**src/rtl/demux_1x4.sv**
```systemverilog
`default_nettype none
// ---------------------------------------------------------------------------
// demux_1x4 : 1-to-4 registered demultiplexer with valid strobe; non-selected
//             outputs carry {WIDTH{IDLE_VAL}}. DEMUX_1X4_COMB_EN = zero-latency.
// Revision   : 1.0
// ---------------------------------------------------------------------------
module demux_1x4 #(
    parameter int WIDTH    = 1,
    parameter bit IDLE_VAL = 1'b0
) (
    input  logic             clk,
    input  logic             rst,
    input  logic             en,
    input  logic [WIDTH-1:0] f,
    input  logic [1:0]       sel,
    output logic [WIDTH-1:0] a,
    output logic [WIDTH-1:0] b,
    output logic [WIDTH-1:0] c,
    output logic [WIDTH-1:0] d,
    output logic             vld
);

    localparam logic [WIDTH-1:0] IDLE_FILL = {WIDTH{IDLE_VAL}};

    logic [3:0][WIDTH-1:0] route_w;

    always_comb begin
        route_w = {4{IDLE_FILL}};
        if (en) begin
            route_w[sel] = f;
        end
    end

`ifdef DEMUX_1X4_COMB_EN
    logic w_unused;
    assign w_unused = clk ^ rst;

    assign a   = route_w[0];
    assign b   = route_w[1];
    assign c   = route_w[2];
    assign d   = route_w[3];
    assign vld = en;
`else
    logic [3:0][WIDTH-1:0] data_q, data_d;
    logic                  vld_q,  vld_d;

    // A disabled cycle holds the channels but drops the strobe.
    always_comb begin
        data_d = data_q;
        vld_d  = 1'b0;
        if (en) begin
            data_d = route_w;
            vld_d  = 1'b1;
        end
    end

    always_ff @(posedge clk) begin
        if (rst) begin
            data_q <= {4{IDLE_FILL}};
            vld_q  <= 1'b0;
        end else begin
            data_q <= data_d;
            vld_q  <= vld_d;
        end
    end

    assign a   = data_q[0];
    assign b   = data_q[1];
    assign c   = data_q[2];
    assign d   = data_q[3];
    assign vld = vld_q;
`endif

endmodule
`default_nettype wire

```
**config.mk**
```make
export PLATFORM = sky130hd
export DESIGN_NAME = demux_1x4
export DESIGN_NICKNAME = d
export VERILOG_FILES = /design/src/rtl/demux_1x4.sv
export SDC_FILE = /design/constraint.sdc
export NUM_CORES = 1
export LEC_CHECK = 0
export ABC_AREA = 1
export CAP_MARGIN = 15
export CORE_AREA = 2 2 39 41
export CTS_CLUSTER_DIAMETER = 120
export CTS_CLUSTER_SIZE = 20
export DETAILED_ROUTE_END_ITERATION = 16
export DIE_AREA = 0 0 41 43
export SYNTH_ARGS = -nofsm -noshare
export SYNTH_HDL_FRONTEND = slang
export SYNTH_SLANG_ARGS = --single-unit
```
**constraint.sdc**
```tcl
create_clock -name clk -period 1.2 [get_ports clk]
set_input_delay 0.18 -clock clk [delete_from_list [all_inputs] [get_ports clk]]
set_output_delay 0.18 -clock clk [all_outputs]
set_load 0.05 [all_outputs]
```
* Word-level counts from Yosys, hierarchy flattened
Cells that the tools add are included.
Word-level totals: bits in registers 5, bits in latches 0, RAM bits 0, bits in read-only memories 0, bits of input ports 6, output and inout port bits 5, logic and storage cells 12, memories kept 0
Operators by class: add/subtract/negate cells 0, multiply operators 0, div/mod/pow operators 0, order comparisons 2, eq/ne operators 0, shift-type cells 0, multiplexer cells 3, bitwise gates (word level) 1, reduce and logical (&&, ||, !) cells 1
Operators with widths (number):
- AND 4 bit | 1
- less-than comparator 2 x 3 -> 1 bit (second input constant) | 1
- demux 1 bit (select 2 bit) | 1
- greater-or-equal comparator 2 x 1 -> 1 bit (second input constant) | 1
- 2-to-1 mux 1 bit | 2
- logical AND 1 bit | 1

* Depth between registers and ports, before layout
depth after elaboration 5, depth in mapped cells 4, depth with buffers taken out 4

* Worst setup path after synthesis
No wires, ideal clock.
path kind register to register, start register, netlist name a, end register data_q (netlist bit a), library setup time 0.070 ns, arrival time 0.831 ns, required time 1.130 ns, slack 0.300 ns, stages on the path, launching flop included 3, buffers on the path 0, clock period less this slack 0.900 ns, cells stage by stage dfxtp_1 nand2_1 a21oi_1
RTL lines:
- to (signal assigned) | line 59 | data_q <= {4{IDLE_FILL}};
- to (signal assigned) | line 62 | data_q <= data_d;
- to (decl) | line 44 | logic [3:0][WIDTH-1:0] data_q, data_d;

* Worst setup path in the final report
start register data_q (netlist bit c), end output port c
RTL lines:
- to (decl) | line 18 | output logic [WIDTH-1:0] c,
No word-level cell between the ends.

==> results by stage <==
Timing:
- The final total negative setup slack is 0 ns.
- The final worst-path cycle share is between 70% and 80%.
- Setup repair after global routing left no endpoint under its margin.
- Measured against its own limit, the worst slew margin works out to between 80% and 90%.
- Setup violations remaining at the end of the flow were counted as 0.
- The fmax is about 1100 MHz.
- Hold is met by between 0.5 and 0.6 ns.
- Across all setup checks in the final design, the least slack found is between 0.2 and 0.3 ns.
- The transition at the pin with the smallest max-transition slack is ~0.18 ns.
- For the final database, setup skew stands at 0 ns.
- After layout, the minimum clock period comes to ~0.94 ns.
- The total count of hold-check failures in the final report is 0.
- The number of pins with negative max-slew slack in the final report is 0.

Cells and area:
- The area growth from synthesis to layout is 104%.
- In the final design database the tool counted 47 nets.
- The antenna diode count is 0.
- The filler cells instantiated in the layout total roughly 150.
- The most common library cell in the layout ignoring fill and taps is sky130_fd_sc_hd__nand2_1.
- The area taken by flip-flops and latches is 100 µm².
- The fraction of layout instances using a drive strength above 1 is between 20% and 30%.
- In the layout the commonest cells are sky130_fd_sc_hd__nand2_1, sky130_fd_sc_hd__dfxtp_1, sky130_fd_sc_hd__clkdlybuf4s50_1, sky130_fd_sc_hd__buf_12, sky130_fd_sc_hd__a21oi_1.
- Summing all multi-input logic gate instances after layout gives around 74 µm².

Yosys:
- The number of warnings reported in the yosys synthesis log is 0.
- The fraction of synthesized area in multiplexers is 0%.
- The netlist area before placement is 189 µm².
- The synthesized netlist devotes a little over a tenth of its cell area to compound gates.
- The xor-xnor portion of the synthesized cell area is 0%.
- After Yosys synthesis, full adders, half adders and majority gates account for 0% of the synthesized area.
- The average size of a mapped cell is around 7.3 µm².
- Sorting the synthesized cells by area gives the leading types as sky130_fd_sc_hd__dfxtp_1, sky130_fd_sc_hd__nand2_1, sky130_fd_sc_hd__a21oi_1, sky130_fd_sc_hd__nor2_2, sky130_fd_sc_hd__inv_1.
- Synthesis handed over a netlist of 26 instances.
- The sequential share of the synthesized area is a little over half.
- The number of nets handed over by synthesis was 32.
- The cell type with the highest aggregate area in the netlist is sky130_fd_sc_hd__dfxtp_1.
- The top cell type by area accounts for a little over half of the synthesized area.
- The count of different cell masters after synthesis is 7.
- By area, the combinational part of the netlist is dominated by simple AND/OR/NAND/NOR gates.
- The share of synthesized cell area in and, or, nand and nor gates is ~28%.
- Synthesis inferred 5 register bits.

Critical path:
- The required time at the endpoint of the critical path is 1.02 ns.
- Data arrives at the worst endpoint at roughly 0.76 ns.
- The cell type of the slowest stage on the worst timing path is sky130_fd_sc_hd__dfxtp_1.
- The category of the critical setup timing path is flop to output pin.
- The largest single stage delay on the critical path is about 0.37 ns.
- The cell family contributing the most delay on the critical path is flip-flops.
- Counting both buffers and inverters, the worst setup path holds a total of 1.
- STA classifies the critical path endpoint as an output pin.
- STA classifies the critical path startpoint as a flop.
- The critical-path maximum fanout is 2.
- The signal on the critical path passes through buf_12.

CTS:
- The clock drives 5 sinks.
- The root buffer cell chosen for the clock tree is sky130_fd_sc_hd__clkbuf_4.
- The buffer levels on the longest clock path is 2.
- The number of hold buffers added after cts is 0.
- After clock tree synthesis, the clock-pin slew on the worst setup and hold paths is roughly 0.040 ns.
- CTS built an H-tree with a depth of 1.
- After clock tree synthesis, the repair step resized 0 gates.
- Clock latency on the worst-skew pair, taken at its later pin, is between 0.2 and 0.25 ns.
- The count of buffers added by post-CTS timing repair for setup is 0.
- The TritonCTS buffer count is 3.
- TritonCTS built the clock tree.

Global routing:
- The number of antenna violations at the first check in global routing is 0.
- Summed over all layers, the global routing overflow is 0.
- The total routing resource utilization after global routing is 6.13%.
- The number of global-route vias before repair is about 170.
- The pin count of the biggest net entering global routing is 7.
- The first global-routing pass estimated 655 µm of wire.

Place:
- Buffers placed on the I/O ports in this run total 10.
- At the placement stage, the worst setup path has a slack of ~0.10 ns.
- At the end of routability-driven placement, the weighted congestion stood at a little under 0.7.

Floorplanning:
- The I/O pin count is 11.
- The die covers 1760 µm².
- The die extent in x is approximately 40 µm.
- The initial utilization of the core area, before any placement, comes to ~14%.
- The floorplan has 14 rows.
- The area of the core region is approximately 1400 µm².
- In this run the vertical extent of the chip is roughly 43 µm.

Power and ir drop:
- Dividing total power by cell area gives a power density of roughly 1200 nW/µm².
- The leakage power summed over all cells is about 0.00016 µW.
- In this run switching power makes up 24.4% of total power.
- Combinational logic burns between 10% and 20% of the power.
- The internal portion of total power is ~340 µW.
- The portion of total power attributed to sequential cells is around two fifths.
- In this run the power spent charging and discharging nets is approximately 110 µW.
- IR analysis of the VDD net gives a maximum drop of approximately 0.38 mV.
- In this run, the clock network consumes around 44% of the power.

Drt:
- The first-pass iteration count of the detailed router is 4.
- The count of nets left with antenna violations once routing finished came out at 0.
- Using the TritonRoute via totals, the vias-per-cell ratio works out to around 3.7.
- After detailed routing, the number of remaining DRC violations is 0.
- The routed wire length on met2 is between 150 and 200 µm.
- After detailed routing, no signal wire sits above met4.
- The total routed wire length on the met1 layer is ~170 µm.
- The met3 wire length is 44 µm.
- In this run, the number of DRC markers left after iteration 0 of detailed routing was 8.
- Dividing the detail-routed wire length by the instance count gives ~7.0 µm.
- Summing over every cut layer, the via total after detailed routing is approximately 210.
- After detailed routing, the total wire length is approximately 390 µm.

Status:
- The run finished with clean final reports.

Worst hold path:
- The class of the most critical hold timing path is flop to flop.

Run:
- Max-cap violations in this run came to 0.
==> metrics by stage <==
stage	std cells	area [µm²]	total power [µW]	utilization [%]
4_1_cts	56	385	451	27.8
3_3_place_gp	52	359	253	25.9
6_report	56	385	444	27.8
3_5_place_dp	52	359	254	25.9
5_1_grt	56	385	473	27.8
2_1_floorplan	26	189	208	-
==> layer usage <==
layer	vias up	global-route usage, %
met5	-	0
met1	87	7.42
met2	11	6.25
li1	107	-
met3	2	4.71
met4	0	6.00
==> synth_stat cells, drive strengths merged <==
cell,instances
a21oi,4
dfxtp,5
inv,4
nand2,10
nor2,3
==> power by group through the flow <==
| stage | clock network, µW | registers, µW | logic [µW] |
|---|---|---|---|
| finish | 194 | 176 | 73.6 |
| global route | 218 | 177 | 78.6 |
| CTS | 200 | 177 | 74.1 |
| detailed placement | 0 | 180 | 74.1 |
| global placement | 0 | 179 | 73.6 |
| floorplan | 0 | 194 | 14.0 |
==> sequential cells by signal, summed over array words and instances, names as in the netlist <==
register	flops
c	1
vld	1
a	1
b	1
d	1
==> final timing paths <==
kind / startpoint / endpoint / slack [ns] / cells after the start
worst max register to register: a / a / 0.57 / 2
worst max-delay path: c / c / 0.26 / 1
worst min register to register: b / b / 0.50 / 2
worst min-delay path: b / b / 0.50 / 2
==> final cells by class <==
| class | count | share of cell area [%] |
|---|---|---|
| Clock buffer | 4 | 6.82 |
| Inverter | 4 | 3.90 |
| Multi-Input combinational cell | 17 | 19.2 |
| Sequential cell | 5 | 26.0 |
| Tap cell | 16 | 5.19 |
| Timing Repair Buffer | 10 | 39.0 |
==> logic make-up after synthesis <==
family | Yosys count
flip-flops | 5
AND/OR/NAND/NOR | 13
AO/OA/AOI/OAI | 4
buffers and inverters | 4
Power figures use the tool's default switching activity.
